`config.mk`:
```
export PLATFORM = sky130hd
export DESIGN_NAME = prog_loader
export DESIGN_NICKNAME = d
export VERILOG_FILES = /design/src/rtl/prog_loader_pkg.sv /design/src/rtl/word_assembler.sv /design/src/rtl/prog_loader.sv
export SDC_FILE = /design/constraint.sdc
export NUM_CORES = 1
export LEC_CHECK = 0
export CORE_MARGIN = 10
export CORE_UTILIZATION = 50
export CTS_CLUSTER_DIAMETER = 150
export DETAILED_ROUTE_END_ITERATION = 10
export GPL_TIMING_DRIVEN = 0
export PLACE_DENSITY = 0.79
export SETUP_SLACK_MARGIN = 0.3
export SYNTH_ARGS = -nofsm -noshare
export SYNTH_HDL_FRONTEND = slang
export SYNTH_SLANG_ARGS = --single-unit
```
`constraint.sdc`:
```
create_clock -name clock -period 2.74 [get_ports clock]
set_clock_uncertainty 0.05 [all_clocks]
set_input_delay 0.548 -clock clock [delete_from_list [all_inputs] [get_ports clock]]
set_output_delay 0.548 -clock clock [all_outputs]
set_load 0.01 [all_outputs]
```
`src/rtl/prog_loader_pkg.sv`:
```
// Shared definitions for the program loader and the pipeline modules around it:
// loader state encoding and default instruction-memory addressing parameters.
package prog_loader_pkg;

   localparam int PC_SIZE_DEFAULT = 10;
   localparam int PC_STEP_DEFAULT = 4;
   localparam int WORD_BYTES      = 4;

   typedef enum logic [2:0] {
      IDLE,
      CLEAR,
      LOAD,
      WRITE,
      RELEASE,
      RUN
   } loader_state_t;

endpackage

```
`src/rtl/word_assembler.sv`:
```
// Packs a little-endian byte stream into 32-bit words: the first byte of a word
// ends up in bits [7:0], the fourth in bits [31:24].
module word_assembler (
   input  logic        clock,
   input  logic        reset,
   input  logic        clear,
   input  logic        accept,
   input  logic [7:0]  byte_in,
   output logic [31:0] word,
   output logic        full
);

   logic [1:0] byte_count;

   // Full strobes on the same edge the fourth byte is shifted in, so the
   // loader can stop accepting bytes without a bubble.
   assign full = accept && (byte_count == 2'd3);

   always_ff @(posedge clock) begin
      if (reset || clear) begin
         word       <= 32'd0;
         byte_count <= 2'd0;
      end else if (accept) begin
         word       <= {byte_in, word[31:8]};
         byte_count <= byte_count + 2'd1;
      end
   end

endmodule

```
`src/rtl/prog_loader.sv`:
```
// Streams a program into instruction memory while holding the core in reset,
// then releases the core. All outputs come straight from flops.
module prog_loader
   import prog_loader_pkg::*;
#(
   parameter int PC_SIZE = PC_SIZE_DEFAULT,
   parameter int PC_STEP = PC_STEP_DEFAULT
) (
   input  logic               clock,
   input  logic               reset,
   input  logic               start,
   input  logic [PC_SIZE-1:0] word_count,
   input  logic               byte_valid,
   input  logic [7:0]         byte_in,
   output logic               byte_ready,
   output logic               rw,
   output logic               reset_IF_memory,
   output logic [PC_SIZE-1:0] PC_write,
   output logic [31:0]        instruction_in,
   output logic               core_reset,
   output logic               busy,
   output logic               done
);

   loader_state_t      state;
   logic [PC_SIZE-1:0] word_total;
   logic [PC_SIZE-1:0] words_written;
   logic               release_count;
   logic               accept;
   logic               word_full;
   logic               clear_word;

   assign accept     = byte_valid && byte_ready;
   assign clear_word = (state == CLEAR);

   word_assembler u_word_assembler (
      .clock   (clock),
      .reset   (reset),
      .clear   (clear_word),
      .accept  (accept),
      .byte_in (byte_in),
      .word    (instruction_in),
      .full    (word_full)
   );

   // Each transition also loads the output flops with the values of the state
   // being entered, so outputs line up with the state without extra logic.
   always_ff @(posedge clock) begin
      if (reset) begin
         state           <= IDLE;
         core_reset      <= 1'b1;
         rw              <= 1'b0;
         reset_IF_memory <= 1'b0;
         byte_ready      <= 1'b0;
         busy            <= 1'b0;
         done            <= 1'b0;
         PC_write        <= '0;
         word_total      <= '0;
         words_written   <= '0;
         release_count   <= 1'b0;
      end else begin
         rw              <= 1'b0;
         reset_IF_memory <= 1'b0;
         case (state)
            IDLE, RUN: begin
               if (start) begin
                  state           <= CLEAR;
                  word_total      <= word_count;
                  words_written   <= '0;
                  PC_write        <= '0;
                  reset_IF_memory <= 1'b1;
                  core_reset      <= 1'b1;
                  busy            <= 1'b1;
                  done            <= 1'b0;
                  byte_ready      <= 1'b0;
               end
            end
            CLEAR: begin
               if (word_total != '0) begin
                  state      <= LOAD;
                  byte_ready <= 1'b1;
               end else begin
                  state         <= RELEASE;
                  release_count <= 1'b0;
               end
            end
            LOAD: begin
               if (word_full) begin
                  state      <= WRITE;
                  byte_ready <= 1'b0;
                  rw         <= 1'b1;
               end
            end
            WRITE: begin
               words_written <= words_written + PC_SIZE'(1);
               if ((words_written + PC_SIZE'(1)) == word_total) begin
                  state         <= RELEASE;
                  release_count <= 1'b0;
               end else begin
                  PC_write   <= PC_write + PC_SIZE'(PC_STEP);
                  state      <= LOAD;
                  byte_ready <= 1'b1;
               end
            end
            // Core reset stays asserted for two full cycles after the last write.
            RELEASE: begin
               if (release_count) begin
                  state      <= RUN;
                  core_reset <= 1'b0;
                  busy       <= 1'b0;
                  done       <= 1'b1;
               end else begin
                  release_count <= 1'b1;
               end
            end
            default: begin
               state <= IDLE;
            end
         endcase
      end
   end

endmodule

```
==> impl_results.html <==
<table>
<tr><th>Metric</th><th>Value</th></tr>
<tr><th colspan="2">Clock tree</th></tr>
<tr><td>CTS tree</td><td>yes</td></tr>
<tr><td>CTS sink count</td><td>72</td></tr>
<tr><td>Total clock buffers created by CTS</td><td>9</td></tr>
<tr><td>Clock Root Buffer</td><td>sky130_fd_sc_hd__clkbuf_8</td></tr>
<tr><td>H-tree depth</td><td>3</td></tr>
<tr><td>Number of buffers on the longest clock path</td><td>2</td></tr>
<tr><td>Insertion delay of the later-clocked pin in the worst-skew pair</td><td>350 ps</td></tr>
<tr><td>Clock input transition at the sequential cells of the worst setup and hold paths</td><td>80 ps</td></tr>
<tr><th colspan="2">Placement</th></tr>
<tr><td>Place WS</td><td>47.67 ps</td></tr>
<tr><td>Quantity of I/O buffers inserted on ports</td><td>67</td></tr>
<tr><td>Placer Congestion</td><td>0.9271</td></tr>
<tr><td>Post-Place Cells</td><td>561</td></tr>
<tr><td>HPWL after DPL</td><td>6348 um</td></tr>
<tr><th colspan="2">Timing</th></tr>
<tr><td>Least setup slack across all paths after layout</td><td>285.4 ps</td></tr>
<tr><td>Top achievable clock speed</td><td>0.4074 GHz</td></tr>
<tr><td>Smallest hold slack</td><td>406.9 ps</td></tr>
<tr><td>Final-report setup violation count</td><td>0</td></tr>
<tr><td>Accumulated negative setup slack</td><td>0 ps</td></tr>
<tr><td>Transition time at the pin with the least slew margin</td><td>567.1 ps</td></tr>
<tr><td>Slew Limit Headroom</td><td>0.6220</td></tr>
<tr><td>Hold violation total from the final report</td><td>0</td></tr>
<tr><td>Unrepaired setup endpoints after global routing</td><td>yes</td></tr>
<tr><td>Period Utilization, post-route</td><td>0.8958</td></tr>
<tr><td>Total count of max-transition violations in the final report</td><td>0</td></tr>
<tr><td>Min Tclk post-route</td><td>2455 ps</td></tr>
<tr><th colspan="2">Routing</th></tr>
<tr><td>Number of iterations in the first detailed-routing pass</td><td>6</td></tr>
<tr><td>Total routed wirelength</td><td>9084 um</td></tr>
<tr><td>Remaining number of nets flagged by the antenna check after routing</td><td>0</td></tr>
<tr><td>Number of violations reported at the end of detailed-routing iteration 0</td><td>264</td></tr>
<tr><td>Routed WL per cell</td><td>15.50 um</td></tr>
<tr><td>Total vias in the final route</td><td>3238</td></tr>
<tr><td>Via-per-instance ratio</td><td>5.526</td></tr>
<tr><td>Post-route DRC</td><td>0</td></tr>
<tr><th colspan="2">Floorplan</th></tr>
<tr><td>Initial core utilization</td><td>0.5087</td></tr>
<tr><td>Die H</td><td>99.92 um</td></tr>
<tr><td>Total core area</td><td>0.006277 mm2</td></tr>
<tr><td>Horiz. Die Dim</td><td>99.92 um</td></tr>
<tr><td>Total number of placement rows</td><td>29</td></tr>
<tr><td>DIE AREA</td><td>0.009983 mm2</td></tr>
<tr><td>I/O pin count</td><td>70</td></tr>
<tr><th colspan="2">Global routing</th></tr>
<tr><td>Via count of the first global-routing pass</td><td>2965</td></tr>
<tr><td>Global-route wire length before repair</td><td>14080 um</td></tr>
<tr><td>Global-route usage over all layers</td><td>0.1709</td></tr>
<tr><td>Largest net degree at the start of global routing</td><td>14</td></tr>
<tr><td>Initial antenna violation count</td><td>0</td></tr>
<tr><td>Global route overflow</td><td>0</td></tr>
<tr><th colspan="2">Run status</th></tr>
<tr><td>Status</td><td>finished, final reports clean</td></tr>
<tr><th colspan="2">Min path</th></tr>
<tr><td>Hold/Removal Path Class</td><td>reg2reg</td></tr>
<tr><th colspan="2">Synthesis</th></tr>
<tr><td>Part of the Yosys area used for sequential elements</td><td>0.4514</td></tr>
<tr><td>EDFF count, synth</td><td>0</td></tr>
<tr><td>Main area contributors after synthesis</td><td>sky130_fd_sc_hd__dfxtp_1 45%, sky130_fd_sc_hd__nand2_1 13%, sky130_fd_sc_hd__a21oi_1 10%</td></tr>
<tr><td>Per-instance average area after synthesis</td><td>7.676 um2</td></tr>
<tr><td>Synthesis warning total</td><td>0</td></tr>
<tr><td>Most used flip-flop cell after synthesis</td><td>sky130_fd_sc_hd__dfxtp_1</td></tr>
<tr><td>Synth top area share</td><td>0.4514</td></tr>
<tr><td>Most instantiated library cell after synthesis</td><td>sky130_fd_sc_hd__nand2_1</td></tr>
<tr><td>Post-Syn Area</td><td>0.003193 mm2</td></tr>
<tr><td>Async SR Flop Fraction</td><td>0</td></tr>
<tr><td>Most used standard cells in the synthesized netlist</td><td>108 x sky130_fd_sc_hd__nand2_1, 72 x sky130_fd_sc_hd__dfxtp_1, 65 x sky130_fd_sc_hd__a21oi_1</td></tr>
<tr><td>Mapped Cells</td><td>416</td></tr>
<tr><td>Cell type with the largest total area after synthesis</td><td>sky130_fd_sc_hd__dfxtp_1</td></tr>
<tr><td>Yosys cell types</td><td>47</td></tr>
<tr><td>Number of synthesized register bits</td><td>72</td></tr>
<tr><th colspan="2">Worst setup path</th></tr>
<tr><td>Kind of capture point of the worst setup path</td><td>flop</td></tr>
<tr><td>Cell chain of the critical path</td><td>ha_4 -&gt; buf_6 -&gt; and3b_2 -&gt; a2111oi_4 -&gt; a211oi_2 -&gt; and4_1 -&gt; and3_4 -&gt; buf_6 -&gt; or3_1 -&gt; a21oi_1</td></tr>
<tr><td>CP startpoint kind</td><td>flop</td></tr>
<tr><td>Crit-path max FO</td><td>8</td></tr>
<tr><td>Arrival @ worst endpoint</td><td>2680 ps</td></tr>
<tr><td>Start-to-end type of the worst setup path</td><td>reg2reg</td></tr>
<tr><td>WP data required</td><td>2960 ps</td></tr>
<tr><td>CP max stage delay</td><td>370 ps</td></tr>
<tr><td>Critical-path cell with the highest stage delay</td><td>sky130_fd_sc_hd__dfxtp_4</td></tr>
<tr><td>Cell seen most often among critical-path stages</td><td>sky130_fd_sc_hd__buf_6</td></tr>
<tr><th colspan="2">Final layout</th></tr>
<tr><td>Filler cells</td><td>508</td></tr>
<tr><td>Share of post-route cells with drive strength above 1</td><td>0.1081</td></tr>
<tr><td>Post-route insts no fill</td><td>586</td></tr>
<tr><td>Number of nets in the finished design</td><td>529</td></tr>
<tr><td>Utilization after layout</td><td>0.6968</td></tr>
<tr><td>Total inserted antenna cells</td><td>0</td></tr>
<tr><td>Area used by multi-input combinational logic</td><td>0.001697 mm2</td></tr>
<tr><td>Sequential cell area</td><td>0.001449 mm2</td></tr>
<tr><td>Area growth from synthesis to final layout</td><td>36.99%</td></tr>
<tr><th colspan="2">Power and ir drop</th></tr>
<tr><td>IR drop worst, VDD</td><td>0.4772 mV</td></tr>
<tr><td>Pwr Density</td><td>540.5 mW/mm2</td></tr>
<tr><td>Leakage power summed over all cells</td><td>1.533 nW</td></tr>
<tr><th colspan="2">Flow run</th></tr>
<tr><td>Max_cap viols</td><td>0</td></tr>
</table>
[power by group]
part | switching, mW | internal (mW) | total, mW
clock | 0.421 | 0.518 | 0.938
sequential | 0.0309 | 1.08 | 1.11
combinational | 0.190 | 0.128 | 0.318
total | 0.641 | 1.72 | 2.36
[stage by stage]
step | cell area (um2) | power [mW]
detailed placement | 3964 | 1.429
CTS | 4220 | 2.364
finish | 4374 | 2.364
global placement | 3964 | 1.423
global route | 4374 | 2.453
floorplan | 3197 | 1.312
[worst max-delay path: cells and delay by family (launching register included)]
family / cells / cell delay [ps]
DFF: 1 / 370
adders and majority gates: 1 / 130
AOI/OAI and AO/OA: 3 / 550
buffers and inverters: 2 / 240
and+or+nand+nor: 4 / 1020
[timing repair]
item / CTS / global route
gates cloned: 0 / 1
gates resized for setup: 8 / 28
pin swaps: 2 / 4
setup buffers: 1 / 7
hold buffers: 0 / 0
endpoints found under the setup margin: 9 / 12
[cell type report]
type | instances | area share
plain buffers | 28 | 0.03261
well taps | 77 | 0.02203
multi-input cells | 310 | 0.3879
clock buffers | 10 | 0.02918
inverters | 7 | 0.006007
flip-flops and latches | 72 | 0.3312
repair buffers | 76 | 0.1696
clock inverters | 6 | 0.02145
[worst paths after layout]
path / from / end / slack [ps] / cells after the start
worst max-delay path: words_written[0] / PC_write[8] / 290 / 10
worst min-delay path: u_word_assembler.word[1] / u_word_assembler.word[1] / 410 / 2
worst max register to register: words_written[0] / PC_write[8] / 290 / 10
worst min register to register: u_word_assembler.word[1] / u_word_assembler.word[1] / 410 / 2
[per-layer routing]
layer | wire length (um) | vias to the layer above | share of wire | GRT usage
met4 | 166 | 0 | 0.018 | 0.06946
met1 | 3910 | 1518 | 0.43 | 0.2109
met5 | 0 | - | 0 | 0
li1 | - | 1595 | - | -
met2 | 4450 | 108 | 0.49 | 0.2723
met3 | 556 | 17 | 0.061 | 0.05014
[flip-flops by register name, indices dropped and copies added (netlist names), 2 cells and up]
register and count:
PC_write 8, state 3, u_word_assembler.byte_count 2, u_word_assembler.word 32, word_total 10, words_written 10
[cell usage in the layout (no fill, tap or decap), types with 3 or more instances in the layout]
| cell | count |
|---|---|
| sky130_fd_sc_hd__a21oi_1 | 63 |
| sky130_fd_sc_hd__a31oi_1 | 3 |
| sky130_fd_sc_hd__and2_1 | 3 |
| sky130_fd_sc_hd__and3_1 | 5 |
| sky130_fd_sc_hd__buf_4 | 11 |
| sky130_fd_sc_hd__buf_6 | 4 |
| sky130_fd_sc_hd__clkbuf_1 | 20 |
| sky130_fd_sc_hd__clkbuf_2 | 3 |
| sky130_fd_sc_hd__clkbuf_8 | 9 |
| sky130_fd_sc_hd__clkdlybuf4s50_1 | 67 |
| sky130_fd_sc_hd__clkinv_4 | 3 |
| sky130_fd_sc_hd__dfxtp_1 | 68 |
| sky130_fd_sc_hd__dfxtp_2 | 3 |
| sky130_fd_sc_hd__inv_1 | 7 |
| sky130_fd_sc_hd__nand2_1 | 108 |
| sky130_fd_sc_hd__nand3_1 | 9 |
| sky130_fd_sc_hd__nand4_1 | 8 |
| sky130_fd_sc_hd__nor2_1 | 26 |
| sky130_fd_sc_hd__nor3_1 | 4 |
| sky130_fd_sc_hd__nor4_1 | 5 |
| sky130_fd_sc_hd__o21ai_0 | 10 |
| sky130_fd_sc_hd__o21ai_1 | 4 |
| sky130_fd_sc_hd__or3_1 | 7 |
| sky130_fd_sc_hd__xnor2_1 | 9 |
| sky130_fd_sc_hd__xor2_1 | 6 |
[cells by family (layout without fill, tap and decap cells)]
| logic type | after synthesis | count (layout) | share of synthesized area |
|---|---|---|---|
| adders and majority gates | 3 | 3 | 0.01176 |
| other | 1 | 2 | 0.001174 |
| muxes | 2 | 2 | 0.006661 |
| DFF | 72 | 72 | 0.4514 |
| buffers and inverters | 35 | 127 | 0.04702 |
| AOI/OAI and AO/OA | 96 | 96 | 0.1665 |
| xor gates and xnor gates | 16 | 16 | 0.04389 |
| and+or+nand+nor | 191 | 191 | 0.2716 |
No activity file was read; power rests on OpenSTA's default activity.
